<file path="src/rtl/i2s_pkg.sv">
// Shared I2S definitions, identical on the transmit and receive side.
// Holds the bus constants (word-select encoding, slot length), counter
// widths, and the sck-fall / sample-load decode so both directions agree
// bit-for-bit on frame timing.
package i2s_pkg;

    localparam logic WS_LEFT   = 1'b0;
    localparam logic WS_RIGHT  = 1'b1;
    localparam int   SLOT_BITS = 32;
    localparam int   PRESC_W   = 8;
    localparam int   BITCTR_W  = 5;

    // fall : sck is about to go 1->0 on this clk
    // load : the shift register takes a new slot word on this clk
    // slot : word-select value of the slot being loaded
    typedef struct packed {
        logic fall;
        logic load;
        logic slot;
    } i2s_evt_t;

    // Left-justified loads at the 31->0 wrap, so the slot is the ws value
    // about to be driven. I2S loads one sck later (0->1), inside the slot
    // that ws already names.
    function automatic i2s_evt_t i2s_decode(
        input logic                en,
        input logic [PRESC_W-1:0]  presc,
        input logic                sck,
        input logic [BITCTR_W-1:0] bit_ctr,
        input logic                ws,
        input logic                left_justified
    );
        i2s_evt_t e;
        e.fall = en && (presc == '0) && sck;
        if (left_justified) begin
            e.load = e.fall && (bit_ctr == BITCTR_W'(SLOT_BITS - 1));
            e.slot = ~ws;
        end else begin
            e.load = e.fall && (bit_ctr == '0);
            e.slot = ws;
        end
        return e;
    endfunction

endpackage

</file>
<file path="src/rtl/i2s_tx_fifo.sv">
// Synchronous fall-through FIFO feeding the I2S transmitter.
// Ports:
//   clk, rst_n      clock, asynchronous active-low reset (contents discarded)
//   wr_i, wdata_i   push request and data
//   rd_i            pop request; rdata_o always shows the head word
//   full_o/empty_o  exact occupancy flags
//   level_o         occupancy 0..2**AW
// Push/pop semantics: a push is accepted when not full, or when full and a
// pop is accepted on the same clk; a pop is accepted only when not empty.
// Rejected requests leave all state unchanged.
module i2s_tx_fifo #(
    parameter int DW = 32,
    parameter int AW = 5
) (
    input  logic          clk,
    input  logic          rst_n,
    input  logic          wr_i,
    input  logic [DW-1:0] wdata_i,
    input  logic          rd_i,
    output logic [DW-1:0] rdata_o,
    output logic          full_o,
    output logic          empty_o,
    output logic [AW:0]   level_o
);

    localparam int DEPTH = 1 << AW;

    logic [DW-1:0] mem_q [DEPTH];
    logic [AW-1:0] wptr_q, wptr_d;
    logic [AW-1:0] rptr_q, rptr_d;
    logic [AW:0]   level_q, level_d;
    logic          do_wr, do_rd;

    assign full_o  = (level_q == (AW+1)'(DEPTH));
    assign empty_o = (level_q == '0);
    assign level_o = level_q;
    assign rdata_o = mem_q[rptr_q];

    assign do_rd = rd_i && !empty_o;
    assign do_wr = wr_i && (!full_o || do_rd);

    always_comb begin
        wptr_d  = wptr_q;
        rptr_d  = rptr_q;
        level_d = level_q;
        if (do_wr) begin
            wptr_d = wptr_q + 1'b1;
        end
        if (do_rd) begin
            rptr_d = rptr_q + 1'b1;
        end
        case ({do_wr, do_rd})
            2'b10:   level_d = level_q + 1'b1;
            2'b01:   level_d = level_q - 1'b1;
            default: level_d = level_q;
        endcase
    end

    always_ff @(posedge clk or negedge rst_n) begin
        if (!rst_n) begin
            wptr_q  <= '0;
            rptr_q  <= '0;
            level_q <= '0;
        end else begin
            wptr_q  <= wptr_d;
            rptr_q  <= rptr_d;
            level_q <= level_d;
        end
    end

    // Storage needs no reset: the pointers define what is valid.
    always_ff @(posedge clk) begin
        if (do_wr) begin
            mem_q[wptr_q] <= wdata_i;
        end
    end

endmodule

</file>
<file path="src/rtl/i2s_tx_master.sv">
// FIFO-fed I2S master transmitter.
// Generates sck/ws from clk and serialises right-aligned FIFO samples onto
// sdo, MSB first, 32 sck per slot, ws=0 left / ws=1 right.
// Ports:
//   clk, rst_n              system clock, asynchronous active-low reset
//   sck, ws, sdo            I2S bus outputs (sdo changes with sck falling)
//   fifo_wr, fifo_wdata     sample push
//   fifo_level_threshold    compare value for fifo_level_below
//   fifo_full/empty/level   FIFO status
//   fifo_level_below        fifo_level < fifo_level_threshold
//   underrun                1-clk pulse when an enabled slot found no data
//   left_justified          1 = MSB on the ws edge, 0 = I2S one-sck delay
//   sample_size             bits per sample, 0 means 32
//   sck_prescaler           sck half-period minus one, in clk cycles
//   channels                [1] left enable, [0] right enable
//   en                      run timing/serialiser; 0 freezes the bus
module i2s_tx_master
    import i2s_pkg::*;
#(
    parameter int AW = 5
) (
    input  logic               clk,
    input  logic               rst_n,
    output logic               sck,
    output logic               ws,
    output logic               sdo,
    input  logic               fifo_wr,
    input  logic [31:0]        fifo_wdata,
    input  logic [AW:0]        fifo_level_threshold,
    output logic               fifo_full,
    output logic               fifo_empty,
    output logic [AW:0]        fifo_level,
    output logic               fifo_level_below,
    output logic               underrun,
    input  logic               left_justified,
    input  logic [4:0]         sample_size,
    input  logic [PRESC_W-1:0] sck_prescaler,
    input  logic [1:0]         channels,
    input  logic               en
);

    logic [PRESC_W-1:0]  presc_q, presc_d;
    logic [BITCTR_W-1:0] bit_ctr_q, bit_ctr_d;
    logic                sck_q, sck_d;
    logic                ws_q, ws_d;
    logic                sdo_q, sdo_d;
    logic                underrun_q, underrun_d;
    logic                synced_q, synced_d;
    logic [31:0]         shift_q, shift_d;

    i2s_evt_t            ev;
    logic                slot_en;
    logic                fifo_rd;
    logic [31:0]         fifo_rdata;
    logic [4:0]          shamt;

    // Left-align the sample: 32 - size, where size 0 (=32) needs no shift.
    assign shamt = 5'd0 - sample_size;

    assign ev = i2s_decode(en, presc_q, sck_q, bit_ctr_q, ws_q, left_justified);

    i2s_tx_fifo #(
        .DW (32),
        .AW (AW)
    ) u_fifo (
        .clk     (clk),
        .rst_n   (rst_n),
        .wr_i    (fifo_wr),
        .wdata_i (fifo_wdata),
        .rd_i    (fifo_rd),
        .rdata_o (fifo_rdata),
        .full_o  (fifo_full),
        .empty_o (fifo_empty),
        .level_o (fifo_level)
    );

    always_comb begin
        presc_d    = presc_q;
        sck_d      = sck_q;
        ws_d       = ws_q;
        bit_ctr_d  = bit_ctr_q;
        shift_d    = shift_q;
        synced_d   = synced_q;
        underrun_d = 1'b0;
        fifo_rd    = 1'b0;
        slot_en    = 1'b0;

        if (!en) begin
            synced_d = 1'b0;
        end else if (presc_q == '0) begin
            presc_d = sck_prescaler;
            sck_d   = ~sck_q;
        end else begin
            presc_d = presc_q - 1'b1;
        end

        if (ev.fall) begin
            bit_ctr_d = bit_ctr_q + 1'b1;
            shift_d   = shift_q << 1;
            if (bit_ctr_q == BITCTR_W'(SLOT_BITS - 1)) begin
                ws_d = ~ws_q;
            end
        end

        // A load overrides the shift taken on the same fall. The first left
        // load is itself allowed to pop, so stereo pairs always start on L.
        if (ev.load) begin
            slot_en = (ev.slot == WS_LEFT) ? channels[1] : channels[0];
            if (ev.slot == WS_LEFT) begin
                synced_d = 1'b1;
            end
            shift_d = '0;
            if (slot_en && (synced_q || (ev.slot == WS_LEFT))) begin
                if (!fifo_empty) begin
                    fifo_rd = 1'b1;
                    shift_d = fifo_rdata << shamt;
                end else begin
                    underrun_d = 1'b1;
                end
            end
        end

        sdo_d = shift_d[31];
    end

    always_ff @(posedge clk or negedge rst_n) begin
        if (!rst_n) begin
            presc_q    <= '0;
            bit_ctr_q  <= '0;
            sck_q      <= 1'b0;
            ws_q       <= WS_RIGHT;
            sdo_q      <= 1'b0;
            underrun_q <= 1'b0;
            synced_q   <= 1'b0;
            shift_q    <= '0;
        end else begin
            presc_q    <= presc_d;
            bit_ctr_q  <= bit_ctr_d;
            sck_q      <= sck_d;
            ws_q       <= ws_d;
            sdo_q      <= sdo_d;
            underrun_q <= underrun_d;
            synced_q   <= synced_d;
            shift_q    <= shift_d;
        end
    end

    assign sck              = sck_q;
    assign ws               = ws_q;
    assign sdo              = sdo_q;
    assign underrun         = underrun_q;
    assign fifo_level_below = (fifo_level < fifo_level_threshold);

endmodule

</file>
<file path="config.mk">
export PLATFORM = sky130hd
export DESIGN_NAME = i2s_tx_master
export DESIGN_NICKNAME = d
export VERILOG_FILES = /design/src/rtl/i2s_pkg.sv /design/src/rtl/i2s_tx_fifo.sv /design/src/rtl/i2s_tx_master.sv
export SDC_FILE = /design/constraint.sdc
export NUM_CORES = 1
export LEC_CHECK = 0
export CORE_MARGIN = 2
export CORE_UTILIZATION = 55
export CTS_CLUSTER_SIZE = 30
export DETAILED_ROUTE_END_ITERATION = 8
export PLACE_DENSITY = 0.82
export SYNTH_ARGS = -nofsm -noshare
export SYNTH_HDL_FRONTEND = slang
export SYNTH_HIERARCHICAL = 1
export SYNTH_SLANG_ARGS = --single-unit
</file>
<file path="constraint.sdc">
create_clock -name clk -period 4.3 [get_ports clk]
set_input_delay 1.075 -clock clk [delete_from_list [all_inputs] [get_ports clk]]
set_output_delay 1.075 -clock clk [all_outputs]
set_load 0.02 [all_outputs]
</file>
After elaboration in Yosys (flattened, before gate mapping)
Memory sizes are Yosys's and may differ from the RTL's. Cells that the tools add are included.

Logic and storage cells: 65. Output and inout port bits: 13. Flip-flop bits (word level): 65. Memories: 1. Input bits: 58. RAM bits: 1024.

Add/subtract/negate cells: 7. Shift-type cells: 1. Bitwise operators: 3. Muxes and demuxes: 19. Reduce and logical (&&, ||, !) cells: 18. Equal/unequal tests: 4. $lt $le $gt $ge: 1.

Memories: u_fifo.mem_q (words 32, width 32, rd ports 1, clocked after Yosys merged registers in 0, wr ports 1, RTL line i2s_tx_fifo.sv:28) `logic [DW-1:0] mem_q [DEPTH];`.

Operators by type and width (count): 32-bit 2-to-1 mux (4); 32-bit by 5-bit left shift with 32-bit output (1); 5-bit by 1-bit adder with 5-bit output (second input constant) (3); 1-bit 2-to-1 mux (12); 6-bit one-hot mux with 2 select lines (1); 8-bit zero test (1); 8-bit 2-to-1 mux (1); 8-bit by 1-bit subtractor with 8-bit output (second input constant) (1); 1-bit logical AND (7); 6-bit by 1-bit adder with 6-bit output (second input constant) (1); 6-bit == test (second input constant) (1); 6-bit zero test (1); 6-bit less-than comparator (1); 6-bit by 1-bit subtractor with 6-bit output (second input constant) (1); 5-bit == test (second input constant) (1); 5-bit zero test (1); 1-bit by 5-bit subtractor with 5-bit output (first input constant) (1); 2-bit AND reduction (2); 2-bit nonzero test (2); 1-bit NOT (3); 2-bit by 1-bit == test with 1-bit output (second input constant) (1); 2-bit == test (second input constant) (1); 1-bit zero test (2); 1-bit logical OR (2); 2-bit 2-to-1 mux (1).

Longest topological paths before layout
Gate-level depths: netlist of run 1.

Word-level depth: 15. Depth in mapped cells: 17. Mapped depth without buffers: 15.

Modules after synthesis
Netlist of run 1, hierarchy kept.

By module, submodules not included: i2s_tx_fifo (sequential area each 31149.9 sq um, cells each 2045, area an instance 40146.0 sq um, instances 1); i2s_tx_master (sequential area each 1227.4 sq um, cells each 467, area an instance 4237.8 sq um, instances 1).

Worst setup path after synthesis of run 1
OpenSTA, ideal clock, no wires.

Kind: input -> register. Start point: input port en. End point: memory u_fifo.mem_q[31][0], enable pin. Library setup time: 421 ps. Buffers on the path: 4. Stages: 12. Setup slack: -393 ps. Arrival time: 4272 ps. Required time: 3879 ps. Path through: and2_1 > nand4_1 > or4_1 > buf_4 > clkinv_4 > buf_6 > nand2b_1 > o31a_1 > clkbuf_1 > nand2_1 > buf_4 > nor2_1.

Word-level cells in the longest chain between the ends: 10. Elaborated cells on any way between the ends: 11. Classes of those cells: 4 x mux; 7 x reduce/logical.

RTL lines: start: declaration (RTL line i2s_tx_master.sv:39) `input logic en`; 1-bit logical AND * (2 in series) (RTL line i2s_pkg.sv:34) `e.fall = en && (presc == '0) && sck;`; 1-bit logical AND, on equally long branches (RTL line i2s_pkg.sv:39, i2s_pkg.sv:36); 2-bit 2-to-1 mux * (RTL line i2s_pkg.sv:35) `if (left_justified) begin`; 1-bit 2-to-1 mux * (RTL line i2s_tx_master.sv:107) `if (ev.load) begin`; named net fifo_rd (RTL line i2s_tx_master.sv:53) `logic fifo_rd;`; 1-bit logical AND * (RTL line i2s_tx_fifo.sv:39) `assign do_rd = rd_i && !empty_o;`; 1-bit logical OR * (RTL line i2s_tx_fifo.sv:40) `assign do_wr = wr_i && (!full_o || do_rd);`; 1-bit logical AND * (RTL line i2s_tx_fifo.sv:40); 1-bit 2-to-1 mux * (RTL line i2s_tx_fifo.sv:73) `if (do_wr) begin`; 1-bit 2-to-1 mux (implied by the code) * (RTL line i2s_tx_fifo.sv:74) `mem_q[wptr_q] <= wdata_i;`; end: declaration (RTL line i2s_tx_fifo.sv:28).

Mark *: on every way through the listed nets, which the timed path passes. The rest lies on a longest branch.

Worst setup path in the final report of run 1
Start point: register u_fifo.rptr_q[0]. End point: register shift_q[26].

Word-level cells in the longest chain between the ends: 5.

RTL lines: start: declaration (RTL line i2s_tx_fifo.sv:30) `logic [AW-1:0] rptr_q, rptr_d;`; start signal: assignment (RTL line i2s_tx_fifo.sv:66) `rptr_q <= rptr_d;`; memory 32 x 32 bit; named net fifo_rdata[6] (RTL line i2s_tx_master.sv:54) `logic [31:0] fifo_rdata;`; 32-bit by 5-bit left shift with 32-bit output (RTL line i2s_tx_master.sv:116) `shift_d = fifo_rdata << shamt;`; 32-bit 2-to-1 mux (RTL line i2s_tx_master.sv:114) `if (!fifo_empty) begin`; 32-bit 2-to-1 mux (RTL line i2s_tx_master.sv:113) `if (slot_en && (synced_q || (ev.slot == WS_LEFT))) begin`; 32-bit 2-to-1 mux (RTL line i2s_tx_master.sv:107); end signal: assignment (RTL line i2s_tx_master.sv:144) `shift_q <= shift_d;`; end: declaration (RTL line i2s_tx_master.sv:49) `logic [31:0] shift_q, shift_d;`.

The timed path passes the listed nets, and every way through them passes these cells. A chain may end at the register's enable or synchronous reset.

==> summary.txt, run 1 <==
Detailed routing
  – Uppermost routed layer: met5
  – Avg WL per Cell: 29.2 µm
  – DRC violations left: 0
  – DRT met1 WL: 41500 µm
  – TritonRoute pass-1 iters: 5
  – DR WL met2: 54800 µm
  – DR vias/cell: 6.44
  – Drt total wl: 114000 µm
  – Routed Antenna Nets: 0
  – DR vias: 25100
  – DRT iter0 DRCs: 3141
  – Met3 routed WL: 11300 µm

CTS
  – Sink Count: 1089
  – CTS Hold Bufs: 0
  – Clk buf depth: 3
  – Clk_lat worst skew: 0.70 ns
  – H-tree depth: 3
  – Inserted Clock Buffers: 106
  – Clock Tree Root: clkbuf_16
  – CTS tree: yes
  – CTS clk-pin slew, worst paths: 0.06 ns

Floorplan
  – Die height: 288 µm
  – Core Region: 80200 µm²
  – Die area: 83000 µm²
  – Std-Cell Rows: 104
  – Initial Utilization: 55.4%
  – Die Width: 288 µm
  – # IOs: 71

Final layout
  – Fill cell count: 5186
  – Fin cells: 3901
  – Nets: 2830
  – Finished Cell Area: 51900 µm²
  – Layout cell share with drive strength beyond 1: 21.2%
  – Area growth, synth to finish: 16.8%

Synthesis
  – Mapped Area: 44400 µm²
  – Top FF cell, synth: edfxtp_1
  – XOR/XNOR share of the synthesized area: 0.414%
  – Flops & latches, synth: 1089
  – Synth Area in Compound Gates: 4.82%
  – Distinct cells, synth: 75
  – Synth warnings: 6
  – Post-synthesis adder-cell area fraction: 0.581%
  – Syn Inst Count: 2512
  – Synthesized area per cell: 17.7 µm²
  – Post-synthesis mux area share: 14.6%
  – Post-synthesis sequential area ratio: 72.9%
  – Synth Area in Simple Gates: 4.91%
  – Async SR Flop Fraction: 5.97%
  – Number of synthesized flops with an enable pin: 1024
  – Main combinational cell family by area after synthesis: multiplexers
  – Post-synthesis net count: 2590

GRT
  – Grt ovf: 0
  – Vias in the first global route: 25600
  – GRT Total Usage: 27.9%
  – Largest net degree at the start of global routing: 64
  – First-pass GRT wire length: 168000 µm
  – Initial antenna violation count: 1

Power and ir drop
  – Sw power: 5.80 mW
  – P_int: 18.2 mW
  – Worst VDD drop: 0.325 mV
  – Leak Pwr: 16.5 nW
  – PD cells: 463 nW/µm²
  – Sequential power share: 52.8%
  – Gate power share: 10.2%
  – Pwr Total: 24.0 mW
  – Sw Ratio: 24.1%
  – Clk network pwr share: 37.0%

Placement
  – DP HPWL: 70500 µm
  – GP Congestion: 0.926
  – Placed Area: 48500 µm²
  – PortBufs: 70
  – Inst Count DP: 3703

Critical path
  – End of the worst register-to-register path: shift_q[26]
  – Max incr delay on CP: 0.65 ns
  – WP data arrival: 4.72 ns
  – Reg2reg start: u_fifo/rptr_q[0]
  – Worst path cell trace: buf_4 > buf_4 > mux4_2 > a21oi_1 > nand4_1 > mux2_2 > mux2i_1 > nor3_1 > a31oi_1 > mux2i_1 > a221o_1
  – WS Path Type: flop to flop
  – Required time of the worst setup path: 4.85 ns
  – Slowest cell on crit path: dfrtp_4
  – Startpoint Class: flop
  – R2R setup slack: 0.13 ns
  – R2R cell count: 11
  – Top Family by Delay on Critical Path: multiplexers
  – Critical Path Fanout Max: 14
  – Crit path buffers/inverters: 2
  – Critical Path End Type: flop

Timing
  – RSZ-0062 raised after global routing: no
  – Fin. Hold Viols: 0
  – Final setup violation count: 0
  – Worst-margin pin slew: 1.10 ns
  – Hold WS: 0.404 ns
  – Fin crit period: 4.17 ns
  – Final period util: 97.1%
  – Max-Slew Margin vs Limit: 26.5%
  – Pins Over Slew Limit: 0
  – Fmax: 240 MHz
  – Clk_skew: 0.0374 ns

Status
  – Run status: complete, no violations

Run
  – Max cap viols: 0

Worst hold path
  – Worst hold path class: input port to asynchronous set/reset pin
-- worst reg2reg max path, cell delays in order (launching register included) --
cell and delay (ns):
dfrtp_4 0.65, buf_4 0.38, buf_4 0.27, mux4_2 0.52
a21oi_1 0.28, nand4_1 0.26, mux2_2 0.36, mux2i_1 0.33
nor3_1 0.09, a31oi_1 0.35, mux2i_1 0.19, a221o_1 0.35
-- flip-flops by register name, summed over array words and instances, names as in the netlist --
name            flops
ws                  1
u_fifo/wptr_q       5
sck                 1
shift_q            31
presc_q             8
synced_q            1
u_fifo/rptr_q       5
u_fifo/level_o      6
sdo                 1
bit_ctr_q           5
u_fifo/mem_q     1024
underrun            1
-- layout make-up --
cell class | instances | area (µm²) | area share (%)
Clock buffer | 125 | 2790 | 5.38
Timing Repair Buffer | 279 | 3170 | 6.12
Inverter | 22 | 87.6 | 0.169
Clock inverter | 69 | 533 | 1.03
Sequential cell | 1089 | 32400 | 62.4
Multi-Input combinational cell | 1254 | 11600 | 22.3
Antenna cell | 3 | 7.51 | 0.0145
Tap cell | 1060 | 1330 | 2.56
-- worst max path at each step --
stage | from | to | slack, ns | cells after the start
final | u_fifo/rptr_q[0] | shift_q[26] | 0.13 | 11
after global routing | u_fifo/rptr_q[0] | shift_q[26] | 0.004 | 11
after CTS | u_fifo/rptr_q[0] | shift_q[26] | 0.10 | 11
after detailed placement | en | u_fifo/level_o[5] | -0.32 | 14
after global placement | en | u_fifo/level_o[5] | -0.28 | 14
after floorplan | en | u_fifo/mem_q[31][0] | -0.39 | 12
-- cell families after synthesis --
group,count (synthesis)
AOI/OAI and AO/OA,327
xor gates and xnor gates,21
adders and majority gates,20
buffers and inverters,169
DFF,1089
muxes,464
and+or+nand+nor,422
-- stage by stage --
step / TNS, ns / setup slack (ns) / util (%)
6_report: 0 / 0.126 / 64.7
5_1_grt: 0 / 0.00364 / 64.7
4_1_cts: 0 / 0.101 / 64.7
3_5_place_dp: -0.420 / -0.324 / 60.5
3_3_place_gp: -0.352 / -0.277 / 60.5
2_1_floorplan: -333.41 / -0.393 / -
-- Yosys cell counts (21+ instances only) --
cell,n,area (µm²)
nand2_1,82,308
clkbuf_1,69,259
mux2_2,28,315
nor2b_1,68,425
buf_2,58,290
mux2i_1,289,2890
dfrtp_1,64,1600
inv_1,21,78.8
and3_1,21,131
o21ai_0,27,135
a22oi_1,96,721
nand4_1,36,225
nand3_1,74,370
nor2_1,85,319
mux4_2,143,3220
edfxtp_1,1024,30700
a21oi_1,129,646
-- repair_timing --
| item | CTS | global route |
|---|---|---|
| endpoints found under the setup margin | 1 | 2 |
| gates resized for setup | 1 | 1 |
| buffers inserted | 0 | 1 |
| pin swaps | 0 | 1 |
-- layout by cell type (no fill, tap or decap), drive strengths merged, types with 4 or more instances in the layout --
master            n
o211ai           10
edfxtp         1024
o21ai            30
nand4            36
mux4            143
and3             21
inv              27
nor2b            68
dfrtp            64
clkinvlp         10
and2             10
o31a              5
nand3b            4
xnor2            19
nand2b            9
a21oi           129
nand2            82
a221o             8
clkdlybuf4s50    67
a211oi            5
ha               19
mux2             31
mux2i           290
clkbuf          125
nand3            74
buf             211
nor3             14
clkinv           49
nor2             87
a221oi            5
a21o              7
a22oi            96
bufinv            5
a31oi             4
-- layer usage --
| metal | GRT usage [%] | vias up |
|---|---|---|
| li1 | - | 10500 |
| met1 | 36.4 | 12700 |
| met2 | 44.7 | 1556 |
| met3 | 5.40 | 312 |
| met4 | 14.8 | 2 |
| met5 | 0 | - |
-- power groups by stage --
stage                     sequential (mW)  clock (mW)  combinational [mW]
after floorplan                      12.8           0                1.18
after global placement               12.8           0                2.30
after detailed placement             12.9           0                2.41
after CTS                            12.7        8.97                2.44
after global routing                 12.7        9.35                2.61
final                                12.7        8.89                2.46
No activity file was read; power rests on OpenSTA's default activity.
==> run 2: changes to the inputs <==
- CTS_BUF_LIST: unset -> sky130_fd_sc_hd__clkbuf_16
- GPL_ROUTABILITY_DRIVEN: unset -> 0
==> summary.txt, run 2 (same netlist as run 1, synthesis figures left out) <==
Status
  – Run status: complete, no violations

Worst hold path
  – Worst hold path class: input port to asynchronous set/reset pin

Power and ir drop
  – PD cells: 467 nW/µm²
  – Worst VDD drop: 0.349 mV
  – Sw Ratio: 23.9%
  – Leak Pwr: 16.5 nW
  – Sw power: 5.78 mW
  – P_int: 18.4 mW
  – Clk network pwr share: 37.5%
  – Gate power share: 10.1%
  – Sequential power share: 52.4%

Critical path
  – WP data arrival: 4.75 ns
  – Startpoint Class: flop
  – Required time of the worst setup path: 4.85 ns
  – WS Path Type: flop to flop
  – R2R cell count: 12
  – Critical Path End Type: flop
  – R2R setup slack: 0.09 ns
  – Critical Path Fanout Max: 16

Timing
  – Fmax: 238 MHz
  – Hold WS: 0.326 ns
  – RSZ-0062 raised after global routing: no
  – Clk_skew: 0.0325 ns
  – Final period util: 97.8%
  – Final setup violation count: 0
  – Max-Slew Margin vs Limit: 30.7%
  – Fin. Hold Viols: 0
  – Final setup TNS: 0 ns
  – Pins Over Slew Limit: 0
  – Fin crit period: 4.21 ns
  – Worst-margin pin slew: 1.04 ns

Detailed routing
  – DRC violations left: 0
  – Avg WL per Cell: 29.0 µm
  – DRT iter0 DRCs: 3540
  – Drt total wl: 113000 µm
  – DR vias: 25400
  – TritonRoute pass-1 iters: 9
  – DR vias/cell: 6.53
  – Routed Antenna Nets: 0

Final layout
  – Number of flip-flops in the largest register: 1024
  – Fill cell count: 5152
  – Nets: 2819
  – N_diodes: 0
  – Area growth, synth to finish: 16.6%
  – Reg with most FFs: u_fifo/mem_q
  – Area of the multi-input gates: 11600 µm²
  – Fin util: 64.6%
  – Register area: 32400 µm²
  – Top flop regs: u_fifo/mem_q (1024), shift_q (31), presc_q (8)
  – Most common cell after layout, fill and taps aside: edfxtp_1
  – Layout cell share with drive strength beyond 1: 21.0%
  – Highest-count cells in the layout ignoring fill and taps: edfxtp_1 (1024), mux2i_1 (288), mux4_2 (143), buf_4 (132), a21oi_1 (129)

CTS
  – Clock Tree Root: clkbuf_16
  – CTS Hold Bufs: 0
  – Clk buf depth: 3
  – Clk_lat worst skew: 0.69 ns
  – H-tree depth: 3
  – Inserted Clock Buffers: 104
  – CTS clk-pin slew, worst paths: 0.06 ns
  – CTS tree: yes
  – Sink Count: 1089

Run
  – Max cap viols: 0

GRT
  – Vias in the first global route: 25400
  – Initial antenna violation count: 1
  – First-pass GRT wire length: 165000 µm
  – Largest net degree at the start of global routing: 65
  – GRT Total Usage: 27.2%
  – Grt ovf: 0

Floorplan
  – Core Region: 80200 µm²
  – Die Width: 288 µm
  – # IOs: 71
  – Std-Cell Rows: 104
  – Die height: 288 µm
  – Initial Utilization: 55.4%
  – Die area: 83000 µm²

Placement
  – DP HPWL: 69200 µm
  – PortBufs: 70
==> run 2: cell count changes in the layout (fill, tap and decap cells not counted), sizes merged <==
cell / previous run / this run
buf: 211 / 203
bufinv: 5 / 11
clkbuf: 125 / 106
clkdlybuf4s50: 67 / 66
clkinv: 49 / 45
clkinvlp: 10 / 6
diode: 3 / 0
inv: 27 / 47
==> run 2: final timing paths <==
kind                             startpoint           endpoint
max in group asynchronous             rst_n        shift_q[13]
min in group clk                        sdo                sdo
min                                   rst_n  u_fifo/level_o[3]
max reg2reg                u_fifo/rptr_q[0]        shift_q[26]
min reg2reg                             sdo                sdo
max                        u_fifo/rptr_q[0]        shift_q[26]
==> run 2: metrics by stage <==
stage	area, µm²	instances	worst slack [ns]	total power [mW]
floorplan	44400	2512	-0.393	14.0
global placement	48300	3686	-0.306	15.1
detailed placement	48300	3686	-0.309	15.3
CTS	51700	3879	0.0790	24.2
global route	51800	3888	0.0348	24.8
finish	51800	3888	0.0948	24.2
==> run 2: what timing repair did <==
action / 4_1_cts / 5_1_grt
endpoints found under the setup margin: 1 / 3
buffers inserted: 0 / 9
resized for setup: 1 / 0
cloned: 0 / 0
==> run 2: power by group through the flow <==
stage               sequential [mW]  combinational (mW)  clock, mW
CTS                            12.7                2.42       9.12
global route                   12.7                2.58       9.52
detailed placement             12.9                2.39          0
floorplan                      12.8                1.18          0
finish                         12.7                2.44       9.07
global placement               12.8                2.28          0
==> run 2: area by class of cell <==
cell class / count / share of cell area (%)
Sequential cell: 1089 / 62.6
Multi-Input combinational cell: 1254 / 22.3
Tap cell: 1060 / 2.56
Clock buffer: 106 / 5.12
Timing Repair Buffer: 270 / 5.87
Inverter: 22 / 0.169
Clock inverter: 87 / 1.40
==> run 2: metal layers <==
| layer | part of all wire (%) | routed length [µm] | GRT usage [%] | up-vias |
|---|---|---|---|---|
| li1 | - | - | - | 10500 |
| met1 | 36 | 40300 | 35.3 | 12900 |
| met2 | 49 | 55800 | 45.0 | 1686 |
| met3 | 9.9 | 11200 | 4.83 | 279 |
| met4 | 4.9 | 5530 | 12.9 | 0 |
| met5 | 0 | 0 | 0 | - |
==> run 2: critical path, cell delays in order (launching register included) <==
cell	delay, ns
dfrtp_4	0.65
buf_12	0.16
buf_12	0.17
mux4_2	0.60
nor2b_1	0.17
a21oi_1	0.34
nand4_1	0.35
mux2_2	0.40
mux2i_1	0.30
nand2_1	0.11
a31oi_1	0.31
mux2i_1	0.15
a221o_1	0.34
